[config.mk]
export PLATFORM = sky130hd
export DESIGN_NAME = ram_dp_masked_flat
export DESIGN_NICKNAME = d
export VERILOG_FILES = /design/src/rtl/ram_pkg.sv /design/src/rtl/ram_dp_masked_if.sv /design/src/rtl/ram_clear_ctrl.sv /design/src/rtl/ram_dp_masked.sv /design/src/flat_wrapper.sv
export SDC_FILE = /design/constraint.sdc
export NUM_CORES = 1
export LEC_CHECK = 0
export ABC_AREA = 1
export BUFFER_PORTS_ARGS = -buffer_cell sky130_fd_sc_hd__buf_2
export CAP_MARGIN = 10
export CORE_MARGIN = 2
export CORE_UTILIZATION = 60
export DETAILED_ROUTE_END_ITERATION = 12
export GPL_ROUTABILITY_DRIVEN = 0
export HOLD_SLACK_MARGIN = 0.1
export PLACE_DENSITY = 0.78
export SYNTH_ARGS = -nofsm -noshare
export SYNTH_HDL_FRONTEND = slang
export SYNTH_SLANG_ARGS = --single-unit
[constraint.sdc]
create_clock -name clk -period 4.8 [get_ports clk]
set_clock_uncertainty 0.1 [all_clocks]
set_input_delay 0 -clock clk [delete_from_list [all_inputs] [get_ports clk]]
set_output_delay 0 -clock clk [all_outputs]
set_load 0.02 [all_outputs]
[src/rtl/ram_pkg.sv]
// Shared types and helpers for the masked dual-port RAM.
// Lanes up to 64 bits wide are supported by even_par.
package ram_pkg;

    typedef enum logic {
        CLEAR,
        RUN
    } state_t;

    function automatic int num_lanes(int data_w, int lane_w);
        return data_w / lane_w;
    endfunction

    function automatic logic even_par(logic [63:0] v);
        return ^v;
    endfunction

endpackage

[src/rtl/ram_dp_masked_if.sv]
// Port bundle for ram_dp_masked.
// RAM_PARITY_EN adds the rd_perr signal.
interface ram_dp_masked_if #(
    parameter int DATA_W = 16,
    parameter int ADDR_W = 4,
    parameter int LANE_W = 8
);
    import ram_pkg::*;

    localparam int NUM_LANES = num_lanes(DATA_W, LANE_W);

    logic                 clr_req;
    logic                 wr_en;
    logic [ADDR_W-1:0]    wr_addr;
    logic [DATA_W-1:0]    wr_data;
    logic [NUM_LANES-1:0] wr_mask;
    logic                 rd_en;
    logic [ADDR_W-1:0]    rd_addr;
    logic [DATA_W-1:0]    rd_data;
    logic                 rd_valid;
    logic                 init_done;
`ifdef RAM_PARITY_EN
    logic                 rd_perr;
`endif

    modport master (
        output clr_req, wr_en, wr_addr, wr_data, wr_mask,
        output rd_en, rd_addr,
        input  rd_data, rd_valid, init_done
`ifdef RAM_PARITY_EN
        , input rd_perr
`endif
    );

    modport slave (
        input  clr_req, wr_en, wr_addr, wr_data, wr_mask,
        input  rd_en, rd_addr,
        output rd_data, rd_valid, init_done
`ifdef RAM_PARITY_EN
        , output rd_perr
`endif
    );

endinterface

[src/rtl/ram_clear_ctrl.sv]
// CLEAR/RUN sequencer: sweeps zeros through the array after
// reset or on clr_req, then raises init_done.
module ram_clear_ctrl
    import ram_pkg::*;
#(
    parameter int ADDR_W = 4
) (
    input  logic              clk,
    input  logic              rst,
    input  logic              clr_req,
    output logic              clr_we,
    output logic [ADDR_W-1:0] clr_addr,
    output logic              init_done
);
    localparam int DEPTH = 2 ** ADDR_W;
    localparam logic [ADDR_W:0] LAST = (ADDR_W+1)'(DEPTH - 1);

    state_t          state_q, state_d;
    logic [ADDR_W:0] cnt_q, cnt_d;

    always_ff @(posedge clk or posedge rst) begin
        if (rst) begin
            state_q <= CLEAR;
            cnt_q   <= '0;
        end else begin
            state_q <= state_d;
            cnt_q   <= cnt_d;
        end
    end

    always_comb begin
        state_d = state_q;
        cnt_d   = cnt_q;
        clr_we  = 1'b0;
        unique case (state_q)
            CLEAR: begin
                clr_we = 1'b1;
                cnt_d  = cnt_q + 1'b1;
                if (cnt_q == LAST) begin
                    state_d = RUN;
                    cnt_d   = '0;
                end
            end
            RUN: begin
                if (clr_req) begin
                    state_d = CLEAR;
                    cnt_d   = '0;
                end
            end
        endcase
    end

    assign clr_addr  = cnt_q[ADDR_W-1:0];
    assign init_done = (state_q == RUN);

endmodule

[src/rtl/ram_dp_masked.sv]
// Simple dual-port RAM with lane masks, write-first bypass and clear
// engine. Define RAM_PARITY_EN for per-lane even parity and rd_perr.
module ram_dp_masked
    import ram_pkg::*;
#(
    parameter int DATA_W = 16,
    parameter int ADDR_W = 4,
    parameter int LANE_W = 8
) (
    input logic           clk,
    input logic           rst,
    ram_dp_masked_if.slave bus
);
    localparam int DEPTH     = 2 ** ADDR_W;
    localparam int NUM_LANES = num_lanes(DATA_W, LANE_W);

    logic [DATA_W-1:0] mem [DEPTH];
`ifdef RAM_PARITY_EN
    logic [NUM_LANES-1:0] par [DEPTH];
    logic                 perr_d;
`endif

    logic                 clr_we;
    logic [ADDR_W-1:0]    clr_addr;
    logic                 run_wr;
    logic                 rd_go;
    logic                 byp;
    logic [ADDR_W-1:0]    wa;
    logic [DATA_W-1:0]    wd;
    logic [NUM_LANES-1:0] wm;
    logic [DATA_W-1:0]    rd_word;

    ram_clear_ctrl #(.ADDR_W(ADDR_W)) u_clr (
        .clk       (clk),
        .rst       (rst),
        .clr_req   (bus.clr_req),
        .clr_we    (clr_we),
        .clr_addr  (clr_addr),
        .init_done (bus.init_done)
    );

    // clr_req wins over any port access in the same cycle
    always_comb begin
        run_wr = bus.init_done && bus.wr_en && !bus.clr_req;
        rd_go  = bus.init_done && bus.rd_en && !bus.clr_req;
        wa     = clr_we ? clr_addr : bus.wr_addr;
        wd     = clr_we ? '0 : bus.wr_data;
        wm     = clr_we ? '1 : (run_wr ? bus.wr_mask : '0);
    end

    always_ff @(posedge clk) begin
        for (int i = 0; i < NUM_LANES; i++) begin
            if (wm[i]) begin
                mem[wa][i*LANE_W +: LANE_W] <= wd[i*LANE_W +: LANE_W];
`ifdef RAM_PARITY_EN
                par[wa][i] <= even_par(64'(wd[i*LANE_W +: LANE_W]));
`endif
            end
        end
    end

    always_comb begin
        byp     = run_wr && (bus.wr_addr == bus.rd_addr);
        rd_word = mem[bus.rd_addr];
`ifdef RAM_PARITY_EN
        perr_d  = 1'b0;
`endif
        for (int i = 0; i < NUM_LANES; i++) begin
            if (byp && bus.wr_mask[i]) begin
                rd_word[i*LANE_W +: LANE_W] = bus.wr_data[i*LANE_W +: LANE_W];
            end
`ifdef RAM_PARITY_EN
            else if (par[bus.rd_addr][i] !=
                     even_par(64'(mem[bus.rd_addr][i*LANE_W +: LANE_W]))) begin
                perr_d = 1'b1;
            end
`endif
        end
    end

    always_ff @(posedge clk or posedge rst) begin
        if (rst) begin
            bus.rd_data  <= '0;
            bus.rd_valid <= 1'b0;
`ifdef RAM_PARITY_EN
            bus.rd_perr  <= 1'b0;
`endif
        end else begin
            bus.rd_valid <= rd_go;
            if (rd_go) begin
                bus.rd_data <= rd_word;
            end
`ifdef RAM_PARITY_EN
            bus.rd_perr  <= rd_go && perr_d;
`endif
        end
    end

endmodule
[src/flat_wrapper.sv]
// flat-port wrapper written by rule: the top's interface ports become plain ports
module ram_dp_masked_flat import ram_pkg::*;
#(
    parameter int DATA_W = 16,
    parameter int ADDR_W = 4,
    parameter int LANE_W = 8
)
  (clk, rst, bus_clr_req, bus_wr_en, bus_wr_addr, bus_wr_data, bus_wr_mask, bus_rd_en, bus_rd_addr, bus_rd_data, bus_rd_valid, bus_init_done);
  ram_dp_masked_if #(.DATA_W(DATA_W), .ADDR_W(ADDR_W), .LANE_W(LANE_W)) bus_i ();
  input logic clk;
  input logic rst;
  input wire logic [$bits(bus_i.clr_req)-1:0] bus_clr_req;
  input wire logic [$bits(bus_i.wr_en)-1:0] bus_wr_en;
  input wire logic [$bits(bus_i.wr_addr)-1:0] bus_wr_addr;
  input wire logic [$bits(bus_i.wr_data)-1:0] bus_wr_data;
  input wire logic [$bits(bus_i.wr_mask)-1:0] bus_wr_mask;
  input wire logic [$bits(bus_i.rd_en)-1:0] bus_rd_en;
  input wire logic [$bits(bus_i.rd_addr)-1:0] bus_rd_addr;
  output wire logic [$bits(bus_i.rd_data)-1:0] bus_rd_data;
  output wire logic [$bits(bus_i.rd_valid)-1:0] bus_rd_valid;
  output wire logic [$bits(bus_i.init_done)-1:0] bus_init_done;
  assign bus_i.clr_req = bus_clr_req;
  assign bus_i.wr_en = bus_wr_en;
  assign bus_i.wr_addr = bus_wr_addr;
  assign bus_i.wr_data = bus_wr_data;
  assign bus_i.wr_mask = bus_wr_mask;
  assign bus_i.rd_en = bus_rd_en;
  assign bus_i.rd_addr = bus_rd_addr;
  assign bus_rd_data = bus_i.rd_data;
  assign bus_rd_valid = bus_i.rd_valid;
  assign bus_init_done = bus_i.init_done;
  ram_dp_masked #(.DATA_W(DATA_W), .ADDR_W(ADDR_W), .LANE_W(LANE_W)) u_core (.clk(clk), .rst(rst), .bus(bus_i));
endmodule
==> flow_summary.toml <==
[sta]
maxSlewViolCount = 0
tightest_slew_ns = 1.19
period_needed_ns = 4.36
rsz0062_at_grt = "false"
fin_ws_ns = 0.437
finalSetupTns_ns = 0
layout_worst_path_cycle_share_pct = 90.9
timing.slew.headroom_pct = 20.9
hold_viol_final = 0
setup_viol = 0
fmax_ghz = 0.229

[detailed_routing]
vias = 9013
firstDrtPassIters = 5
vias_per_cell = 5.64
ant_nets = 0
routed_wl_um = 29300
drt_iter0_markers = 985
drc_errors = 0
wire_per_inst_um = 18.3

[final_layout]
synthToLayoutAreaGrowth_pct = 15.5
design_area_um2 = 14200
fin_util_pct = 70.4
diodes = 0
final_common_cell = "nand2_1"
final_cell_mix = "nand2_1, edfxtp_1, nand3_1"
layout-drive-gt1-share_pct = 9.33
nets = 1341

[clock_network]
cts_tree = "yes"
clk_pin_slew_worst_paths_ns = 0.07
worstSkewPairLatency_ns = 0.52
cts_buffers = 27
postCtsSetupBuffers = 0
cts_root_buf = "clkbuf_16"
clk_path_buf_depth = 3
cts.sinks = 279
h-tree-depth = 1

[placement]
post-place-ws_ns = 1.74
placed_area_um2 = 12600
io_buffer_count = 48
dpl.hpwl_um = 16900

[global_routing]
gr-usage-all-layers_pct = 27.4
antenna_found_initial = 0
grt_start_max_net_pins = 116
first_global_vias = 8435
grt_pass1_wl_um = 45700
grt_overflow = 0

[floorplan]
die_w_um = 147
row_count = 52
chipHeight_um = 147
start_util_pct = 61.0
dieArea_um2 = 21700
ios = 49
core_region_area_um2 = 20200

[run]
max-cap-violations = 0

[worst_setup_path]
r2r_cells = 12
cp.required_ns = 5.10
crit_arrival_ns = 4.66
critPathMaxStageDelay_ns = 1.12
cp_slowest_cell = "dfrtp_1"
cp_cell_sequence = "nand2_2, nand2_4, nand2_2, nand2_1, nand2_2, nor2_4, nand3_1, dlygate4sd3_1, nand3_1, dlygate4sd3_1, nand2_1, dlygate4sd3_1"
critPathKind = "register to register"
cp-start-kind = "register"
path_max_fanout = 27
worstSetupEndpointType = "register"

[power]
irDropWorstVdd_mv = 0.289
p_per_area_nw_per_um2 = 517
leakage_uw = 0.00605

[synth]
syn-cell-area_um2 = 12300
yosysUniqueCellTypes = 26
ys_warn_count = 0
syn-num-nets = 1251
synthCells = 1219
synth-seq-area-share_pct = 67.2
synth-seq-cells = 279
syn_avg_cell_area_um2 = 10.1

[worst_hold_path]
holdPathStages = 6
min_path_type = "input port to register"

[run_status]
outcome = "completed"
## cell usage after synthesis
| master | count | area, um2 |
|---|---|---|
| nand2_4 | 6 | 67.6 |
| nand3_2 | 3 | 30.0 |
| dfrtp_1 | 23 | 576 |
| or2_2 | 1 | 6.26 |
| inv_12 | 1 | 16.3 |
| nor2_4 | 2 | 22.5 |
| nand2_1 | 484 | 1820 |
| inv_1 | 112 | 420 |
| inv_2 | 4 | 15.0 |
| buf_1 | 10 | 37.5 |
| buf_6 | 2 | 22.5 |
| nor2_1 | 43 | 161 |
| nor3_1 | 1 | 5.00 |
| nand2_2 | 9 | 56.3 |
| edfxtp_1 | 256 | 7690 |
| o21ai_0 | 3 | 15.0 |
| a211oi_1 | 1 | 7.51 |
| buf_2 | 40 | 200 |
| ha_1 | 1 | 12.5 |
| nor2_2 | 2 | 12.5 |
| xor2_1 | 1 | 8.76 |
| nand3_1 | 188 | 941 |
| o211ai_1 | 16 | 120 |
| clkbuf_1 | 8 | 30.0 |
| o2bb2ai_1 | 1 | 8.76 |
| clkinv_1 | 1 | 3.75 |
## per-stage QoR
step / hold slack (ns) / cells / power (uW)
global route: 0.191 / 1599 / 7680
finish: 0.193 / 1599 / 7350
global placement: 0.101 / 1482 / 5000
detailed placement: 0.106 / 1482 / 5050
floorplan: -0.0981 / 1219 / 4570
CTS: 0.151 / 1599 / 7290
## path summary, 6_finish.rpt
kind / endpoint / slack [ns] / from
min in group asynchronous: u_core.bus.rd_data[5]$_DFFE_PP0P_ / 0.73 / rst
min reg2reg: u_core.u_clr.cnt_q[4]$_DFFE_PP0P_ / 0.45 / u_core.u_clr.cnt_q[4]$_DFFE_PP0P_
max: u_core.bus.rd_data[6]$_DFFE_PP0P_ / 0.44 / u_core.u_clr.init_done$_DFF_PP0_
max in group asynchronous: u_core.bus.rd_data[10]$_DFFE_PP0P_ / 3.30 / rst
min: u_core.mem[9][6]$_DFFE_PP_ / 0.19 / bus_wr_addr[1]
max reg2reg: u_core.bus.rd_data[6]$_DFFE_PP0P_ / 0.44 / u_core.u_clr.init_done$_DFF_PP0_
## timing repair
item	in CTS	in global routing
hold buffers	68	0
hold endpoints to repair	93	0
gates resized for setup	0	0
## cells by family after synthesis
kind of cell,synth area share [%]
AND/OR/NAND/NOR,25.4
XOR/XNOR,0.0712
AO/OA/AOI/OAI,1.23
flip-flops,67.2
adder cells (fa/ha/maj),0.102
buffers and inverters,6.06
## flip-flops by register name (all words and copies together) (netlist names)
signal and cells:
u_core.u_clr.cnt_q 5, u_core.mem 256, u_core.bus.rd_data 16, u_core.bus.rd_valid 1, u_core.u_clr.init_done 1
## power breakdown
part	total [uW]	internal [uW]	leakage (uW)	switching (uW)
Sequential	3500	3320	0.00267	180
Clock	2100	1240	0.000415	867
Combinational	1740	503	0.00296	1240
## area by class of cell
| cell class | instances | area [um2] |
|---|---|---|
| Timing Repair Buffer | 121 | 961 |
| Clock inverter | 13 | 163 |
| Fill cell | 1340 | 5970 |
| Inverter | 118 | 457 |
| Clock buffer | 36 | 729 |
| Multi-Input combinational cell | 762 | 3290 |
| Tap cell | 270 | 338 |
| Sequential cell | 279 | 8260 |
## critical path: cells and delay by family, from the launching register on
family,cells,cell delay [ns]
AND/OR/NAND/NOR,9,1.24
flip-flops,1,1.12
buffers and inverters,3,1.76
## layer usage
layer,part of all wire (%),routed length [um],track usage (%)
met3,11,3310,5.84
met2,44,12900,42.0
met1,41,12000,39.5
met5,0,0,0
met4,3.9,1150,9.66
Note: power is estimated with default switching activity, not from simulation.
